File: src/rtl/riscv_pkg.sv
// Shared RISC-V control definitions: FSM state encoding, ALUOp and memtoReg
// codes, opcode constants and the per-state control word.
// The single-cycle decoder imports the same ALUOp and opcode constants.
package riscv_pkg;

    // Opcode field values (instruction bits [6:0])
    localparam logic [6:0] OP_R_TYPE = 7'b0110011;
    localparam logic [6:0] OP_I_TYPE = 7'b0010011;
    localparam logic [6:0] OP_LOAD   = 7'b0000011;
    localparam logic [6:0] OP_STORE  = 7'b0100011;
    localparam logic [6:0] OP_BRANCH = 7'b1100011;
    localparam logic [6:0] OP_JAL    = 7'b1101111;

    // ALUOp codes, shared with the single-cycle decoder
    localparam logic [1:0] ALUOP_R      = 2'b00;
    localparam logic [1:0] ALUOP_I      = 2'b01;
    localparam logic [1:0] ALUOP_ADD    = 2'b10;
    localparam logic [1:0] ALUOP_BRANCH = 2'b11;

    // Register write-back source select
    localparam logic [1:0] WB_SEL_ALU = 2'b00;
    localparam logic [1:0] WB_SEL_MEM = 2'b01;
    localparam logic [1:0] WB_SEL_PC4 = 2'b10;

    typedef enum logic [3:0] {
        ST_INIT     = 4'd0,
        ST_FETCH    = 4'd1,
        ST_DECODE   = 4'd2,
        ST_EXEC_R   = 4'd3,
        ST_EXEC_I   = 4'd4,
        ST_MEM_ADDR = 4'd5,
        ST_MEM_RD   = 4'd6,
        ST_MEM_WR   = 4'd7,
        ST_WB_ALU   = 4'd8,
        ST_WB_MEM   = 4'd9,
        ST_BRANCH   = 4'd10,
        ST_JAL      = 4'd11,
        ST_TRAP     = 4'd12
    } state_e;

    // Control word that depends on state alone
    typedef struct packed {
        logic       pc_write;
        logic       ir_write;
        logic       mem_read;
        logic       mem_write;
        logic       reg_write;
        logic       pc_source;
        logic       alu_src;
        logic [1:0] alu_op;
        logic [1:0] mem_to_reg;
    } ctrl_t;

    // Moore decode of the control word; anything not listed stays 0.
    // The mem_ready-qualified FETCH strobes and the branch pcWrite are
    // added by the controller because they also depend on inputs.
    function automatic ctrl_t state_ctrl(input state_e s);
        ctrl_t c;
        c = '0;
        case (s)
            ST_FETCH: begin
                c.mem_read = 1'b1;
                c.alu_op   = ALUOP_ADD;
            end
            ST_EXEC_R: begin
                c.alu_src = 1'b0;
                c.alu_op  = ALUOP_R;
            end
            ST_EXEC_I: begin
                c.alu_src = 1'b1;
                c.alu_op  = ALUOP_I;
            end
            ST_MEM_ADDR: begin
                c.alu_src = 1'b1;
                c.alu_op  = ALUOP_ADD;
            end
            ST_MEM_RD: c.mem_read  = 1'b1;
            ST_MEM_WR: c.mem_write = 1'b1;
            ST_WB_ALU: begin
                c.reg_write  = 1'b1;
                c.mem_to_reg = WB_SEL_ALU;
            end
            ST_WB_MEM: begin
                c.reg_write  = 1'b1;
                c.mem_to_reg = WB_SEL_MEM;
            end
            ST_BRANCH: begin
                c.alu_src   = 1'b0;
                c.alu_op    = ALUOP_BRANCH;
                c.pc_source = 1'b1;
            end
            ST_JAL: begin
                c.pc_write   = 1'b1;
                c.pc_source  = 1'b1;
                c.reg_write  = 1'b1;
                c.mem_to_reg = WB_SEL_PC4;
            end
            default: c = '0;
        endcase
        return c;
    endfunction

    // States that wait on mem_ready and are guarded by the wait timer
    function automatic logic is_wait_state(input state_e s);
        return (s == ST_FETCH) || (s == ST_MEM_RD) || (s == ST_MEM_WR);
    endfunction

endpackage

File: src/rtl/mem_wait_timer.sv
// Saturating wait-cycle counter for memory accesses. 'expired' flags the
// wait cycle in which the count reaches MAX_WAIT, so the controller can
// trap on that same edge unless memory completes.
module mem_wait_timer #(
    parameter int MAX_WAIT = 15
) (
    input  logic                           clk,
    input  logic                           rst,
    input  logic                           clr,
    input  logic                           inc,
    output logic                           expired,
    output logic [$clog2(MAX_WAIT+1)-1:0]  o_count
);

    localparam int         W     = $clog2(MAX_WAIT + 1);
    localparam logic [W-1:0] LIMIT = W'(MAX_WAIT);
    localparam logic [W-1:0] LAST  = W'(MAX_WAIT - 1);

    logic [W-1:0] r_count;

    // Count wait cycles; clear wins, and the count holds at MAX_WAIT
    always_ff @(posedge clk) begin
        if (rst || clr) begin
            r_count <= '0;
        end else if (inc && (r_count < LIMIT)) begin
            r_count <= r_count + 1'b1;
        end
    end

    assign expired = inc && (r_count >= LAST);
    assign o_count = r_count;

endmodule

File: src/rtl/multicycle_control.sv
// Multicycle RISC-V main controller. A Moore FSM sequences fetch, decode,
// execute, memory and write-back; memory waits are bounded by a timer and
// illegal opcodes or stalled memory park the FSM in TRAP until reset.
//
// Memory handshake: in FETCH, MEM_RD and MEM_WR the controller holds its
// request strobe (memRead or memWrite) high every cycle; the access is
// complete in the cycle mem_ready is 1, and the FSM leaves the state on
// the following edge. mem_ready is ignored in every other state.
module multicycle_control
    import riscv_pkg::*;
#(
    parameter int MAX_WAIT = 15
) (
    input  logic                           clk,
    input  logic                           rst,
    input  logic [6:0]                     opcode,
    input  logic                           br_taken,
    input  logic                           mem_ready,
    output logic                           pcWrite,
    output logic                           irWrite,
    output logic                           memRead,
    output logic                           memWrite,
    output logic                           regWrite,
    output logic                           pcSource,
    output logic                           ALUSrc,
    output logic [1:0]                     ALUOp,
    output logic [1:0]                     memtoReg,
    output logic                           illegal,
    output logic                           timeout,
    output state_e                         o_dbg_state,
    output logic [$clog2(MAX_WAIT+1)-1:0]  o_dbg_wait_cnt
);

    state_e r_state;
    state_e w_next;
    ctrl_t  r_ctrl;
    logic   r_illegal;
    logic   r_timeout;
    logic   r_is_store;

    logic   w_in_wait;
    logic   w_timer_clr;
    logic   w_timer_inc;
    logic   w_expired;
    logic   w_fetch_done;

    assign w_in_wait    = is_wait_state(r_state);
    // Clearing outside wait states and on completion gives a zero count on
    // every entry into FETCH, MEM_RD or MEM_WR.
    assign w_timer_clr  = !w_in_wait || mem_ready;
    assign w_timer_inc  = w_in_wait && !mem_ready;
    assign w_fetch_done = (r_state == ST_FETCH) && mem_ready;

    mem_wait_timer #(
        .MAX_WAIT (MAX_WAIT)
    ) u_wait_timer (
        .clk      (clk),
        .rst      (rst),
        .clr      (w_timer_clr),
        .inc      (w_timer_inc),
        .expired  (w_expired),
        .o_count  (o_dbg_wait_cnt)
    );

    // Next-state selection; completion beats expiry in a wait state
    always_comb begin
        w_next = r_state;
        case (r_state)
            ST_INIT:   w_next = ST_FETCH;
            ST_FETCH: begin
                if (mem_ready)      w_next = ST_DECODE;
                else if (w_expired) w_next = ST_TRAP;
            end
            ST_DECODE: begin
                case (opcode)
                    OP_R_TYPE:          w_next = ST_EXEC_R;
                    OP_I_TYPE:          w_next = ST_EXEC_I;
                    OP_LOAD, OP_STORE:  w_next = ST_MEM_ADDR;
                    OP_BRANCH:          w_next = ST_BRANCH;
                    OP_JAL:             w_next = ST_JAL;
                    default:            w_next = ST_TRAP;
                endcase
            end
            ST_EXEC_R:   w_next = ST_WB_ALU;
            ST_EXEC_I:   w_next = ST_WB_ALU;
            ST_MEM_ADDR: w_next = r_is_store ? ST_MEM_WR : ST_MEM_RD;
            ST_MEM_RD: begin
                if (mem_ready)      w_next = ST_WB_MEM;
                else if (w_expired) w_next = ST_TRAP;
            end
            ST_MEM_WR: begin
                if (mem_ready)      w_next = ST_FETCH;
                else if (w_expired) w_next = ST_TRAP;
            end
            ST_WB_ALU:   w_next = ST_FETCH;
            ST_WB_MEM:   w_next = ST_FETCH;
            ST_BRANCH:   w_next = ST_FETCH;
            ST_JAL:      w_next = ST_FETCH;
            ST_TRAP:     w_next = ST_TRAP;
            default:     w_next = ST_INIT;
        endcase
    end

    // State register, registered control word and sticky fault flags
    always_ff @(posedge clk) begin
        if (rst) begin
            r_state    <= ST_INIT;
            r_ctrl     <= '0;
            r_illegal  <= 1'b0;
            r_timeout  <= 1'b0;
            r_is_store <= 1'b0;
        end else begin
            r_state <= w_next;
            r_ctrl  <= state_ctrl(w_next);
            // Remember load vs store so MEM_ADDR does not re-read opcode
            if (r_state == ST_DECODE) begin
                r_is_store <= (opcode == OP_STORE);
            end
            if ((r_state == ST_DECODE) && (w_next == ST_TRAP)) begin
                r_illegal <= 1'b1;
            end
            if (w_expired && !mem_ready) begin
                r_timeout <= 1'b1;
            end
        end
    end

    assign pcWrite     = r_ctrl.pc_write | w_fetch_done |
                         ((r_state == ST_BRANCH) && br_taken);
    assign irWrite     = r_ctrl.ir_write | w_fetch_done;
    assign memRead     = r_ctrl.mem_read;
    assign memWrite    = r_ctrl.mem_write;
    assign regWrite    = r_ctrl.reg_write;
    assign pcSource    = r_ctrl.pc_source;
    assign ALUSrc      = r_ctrl.alu_src;
    assign ALUOp       = r_ctrl.alu_op;
    assign memtoReg    = r_ctrl.mem_to_reg;
    assign illegal     = r_illegal;
    assign timeout     = r_timeout;
    assign o_dbg_state = r_state;

endmodule

File: config.mk
export PLATFORM = sky130hd
export DESIGN_NAME = multicycle_control
export DESIGN_NICKNAME = d
export VERILOG_FILES = /design/src/rtl/riscv_pkg.sv /design/src/rtl/mem_wait_timer.sv /design/src/rtl/multicycle_control.sv
export SDC_FILE = /design/constraint.sdc
export NUM_CORES = 1
export LEC_CHECK = 0
export CAP_MARGIN = 20
export CORE_ASPECT_RATIO = 1.5
export CORE_UTILIZATION = 40
export DETAILED_ROUTE_END_ITERATION = 6
export GPL_TIMING_DRIVEN = 0
export PLACE_DENSITY = 0.72
export RECOVER_POWER = 50
export SYNTH_ARGS = -nofsm -noshare
export SYNTH_HDL_FRONTEND = slang
export SYNTH_SLANG_ARGS = --single-unit
File: constraint.sdc
create_clock -name clk -period 2.05 [get_ports clk]
set_input_delay 0.41 -clock clk [delete_from_list [all_inputs] [get_ports clk]]
set_output_delay 0.41 -clock clk [all_outputs]
set_load 0.01 [all_outputs]
==> impl_results.md <==
* Status: finished, violations left
* Violated checks: setup timing
* Fin. Hold Viols at 0
* Critical R2R Launch: u_wait_timer.o_count[0]
* Clock Latency Late Sink at 260 ps
* Slew headroom at 69.7%
* Sw frac at 27.8%
* Commonest non-fill, non-tap cell in the layout: clkdlybuf4s50_1
* Hpwl dp at 2010 um
* Initial DRC Count at 38
* DRC violation count after routing at 0
* Antenna cell count at 0
* Core Rows at 23
* Final worst path period share at 101%
* Max clock buf depth at 2
* Critical path arrival at roughly 2300 ps
* Worst min-delay path class: flop to flop
* Min Tclk post-route at 2070 ps
* Input/output buffers at 31
* Worst Path Required at 2250 ps
* Pins over their slew limit at 0
* Synthesis-stage register bit count at 21
* Asr flop ratio synth at 0%
* Critical Path Sink: ALUOp[0]
* CTS sink count at 21
* Clock share of power at between 20% and 30%
* Htree depth at 1
* Vias per cell at ~5.3
* CTS clk-pin slew, worst paths at around 80 ps
* Dpl cells at slightly below 200
* Seq pwr share at 46.2%
* Total Power at 947 uW
* Total GRT Usage at 21.2%
* Die Area at 3010 um2
* Ys flop type: dfxtp_1
* Die Y at around 67 um
* VDD IR max at ~0.47 mV
* Mean Syn Cell Area at around 8.8 um2
* CP endpoint kind: flop
* Total CTS buffers at 3
* Synthesized netlist net count at 140
* RSZ-0062 raised after global routing: true
* Critical path type: flop to flop
* Drt total wl at around 2900 um
* DRT antenna net count at 0
* Syn. warnings at 0
* Pint at roughly 700 uW
* PwrDens at between 500 and 600 nW/um2
* First-pass GRT wire length at ~4700 um
* Core box area at 2650 um2
* Worst Tran Pin Value at 452 ps
* Nature of the critical path startpoint: flop
* Nets@finish at 189
* Vias in the first global route at about 1100
* Layout Cells excl Fill at approximately 210
* Die span in x at between 40 and 50 um
* Cells after Synth at 127
* Worst reg2reg path depth at 8
* Initial antenna violation count at 0
* Post-synthesis cell type count at between 40 and 50
* Starting Density at between 40% and 50%
* CP max FO at 4
* Comb pwr share at 25.4%
* Gpl congestion at 0.900
* Sequential area share after synthesis at between 30% and 40%
* Largest net degree at the start of global routing at 13
* Clk_skew at approximately 6.6 ps
* Crit. Startpoint: u_wait_timer.o_count[0]
* Layout area overhead at 53.5%
* Final setup fails at 1
* FF-to-FF End: ALUOp[0]
* Place WS at -568 ps
* Fraction of layout cells with a size suffix above 1 at a little over a third
* Mapped Area at ~1100 um2
* Most frequent cells in the layout: clkdlybuf4s50_1, buf_4, nor2_1
* Max-Cap Viols at 0
* DR vias at roughly 1100
* Util after Layout at between 60% and 70%
* TritonCTS clock tree: built
* EDFF count, synth at 0
* Number of iterations in the first detailed-routing pass at 4
* Leakage at roughly 0.67 nW
* IO Count at 32
* Flop2flop setup slack at -20 ps
* Final worst slack at -22.3 ps
* Switching pwr at 263 uW
* Global route overflow at 0
* Routed length per instance at between 10 and 15 um
* CTS root buf: clkbuf_8
* Max Clock Freq at between 0.4 and 0.5 GHz
[metrics by stage]
| stage | setup TNS (ps) | instance area (um2) | hold slack [ps] |
|---|---|---|---|
| 2_1_floorplan | -40.6 | 1120 | 454 |
| 3_3_place_gp | -5040 | 1470 | 456 |
| 3_5_place_dp | -5390 | 1470 | 474 |
| 4_1_cts | -435 | 1670 | 491 |
| 5_1_grt | -199 | 1710 | 531 |
| 6_report | -22.3 | 1710 | 492 |
[state kept, by name, indices dropped and copies added (netlist names)]
| signal | cells |
|---|---|
| ALUSrc | 1 |
| o_dbg_state | 4 |
| memRead | 1 |
| memWrite | 1 |
| pcSource | 1 |
| regWrite | 1 |
| u_wait_timer.o_count | 4 |
| timeout | 1 |
| memtoReg | 2 |
| r_is_store | 1 |
| ALUOp | 2 |
| r_ctrl | 1 |
| illegal | 1 |
[worst min path at each step]
stage | end | start | depth (start not counted)
finish | timeout | timeout | 2
global route | timeout | timeout | 2
CTS | timeout | timeout | 2
detailed placement | timeout | timeout | 2
global placement | timeout | timeout | 2
floorplan | r_is_store | r_is_store | 2
[critical path, stage by stage, from the launching register on]
cell and delay, ps:
dfxtp_4 350, inv_2 60, ha_4 130, o211ai_4 80, or3_4 360, o32ai_4 290, o21ai_4 100, or4_4 510
a21oi_2 130
[layout make-up]
class	instances	area (um2)
clock inverters	1	5.00
clock buffers	3	41.3
fillers	228	936
well taps	37	46.3
inverters	8	30.0
plain buffers	7	56.3
repair buffers	45	403
multi-input cells	90	696
flip-flops and latches	21	434
[per-layer routing]
layer	GRT usage [%]	share of wire [%]	wire length [um]
met1	22.5	38	1120
met2	38.8	54	1590
met3	4.88	5.2	151
met4	7.95	1.9	54
met5	0	0	0
[synthesized netlist by cell type (2+ instances only)]
| cell type | number | share of area [%] |
|---|---|---|
| nand3_1 | 6 | 2.7 |
| a32oi_1 | 2 | 1.6 |
| inv_1 | 8 | 2.7 |
| nor3_1 | 6 | 2.7 |
| nor2b_1 | 6 | 3.4 |
| dfxtp_1 | 21 | 38 |
| ha_1 | 2 | 2.2 |
| a31oi_1 | 5 | 2.8 |
| xnor2_1 | 2 | 1.6 |
| nand2_1 | 6 | 2.0 |
| buf_4 | 5 | 3.4 |
| a211oi_1 | 2 | 1.3 |
| nand2b_1 | 2 | 1.1 |
| nor2_1 | 15 | 5.1 |
| o21ai_0 | 3 | 1.3 |
| or3_1 | 5 | 2.8 |
| a21oi_1 | 2 | 0.90 |
[timing repair]
action,4_1_cts,5_1_grt
resized for setup,34,10
setup endpoints to repair,10,10
setup buffers,13,1
pin swaps,16,11
hold buffers,0,0
[power by group through the flow]
stage	registers, mW	clock network [mW]	logic (mW)
floorplan	0.451	0	0.121
global placement	0.447	0	0.209
detailed placement	0.447	0	0.213
CTS	0.437	0.270	0.234
global route	0.440	0.293	0.259
finish	0.437	0.269	0.241
[logic make-up (layout without fill, tap and decap cells)]
| logic type | count (synthesis) | count (layout) | share of synthesized area [%] |
|---|---|---|---|
| simple gates | 60 | 60 | 30.2 |
| compound gates | 25 | 25 | 19.5 |
| flops | 21 | 21 | 37.7 |
| buf+inv | 16 | 64 | 7.86 |
| fa+ha+maj | 2 | 2 | 2.24 |
| xor+xnor | 2 | 2 | 1.57 |
| mux | 1 | 1 | 0.898 |
(Power assumes the default switching activity.)
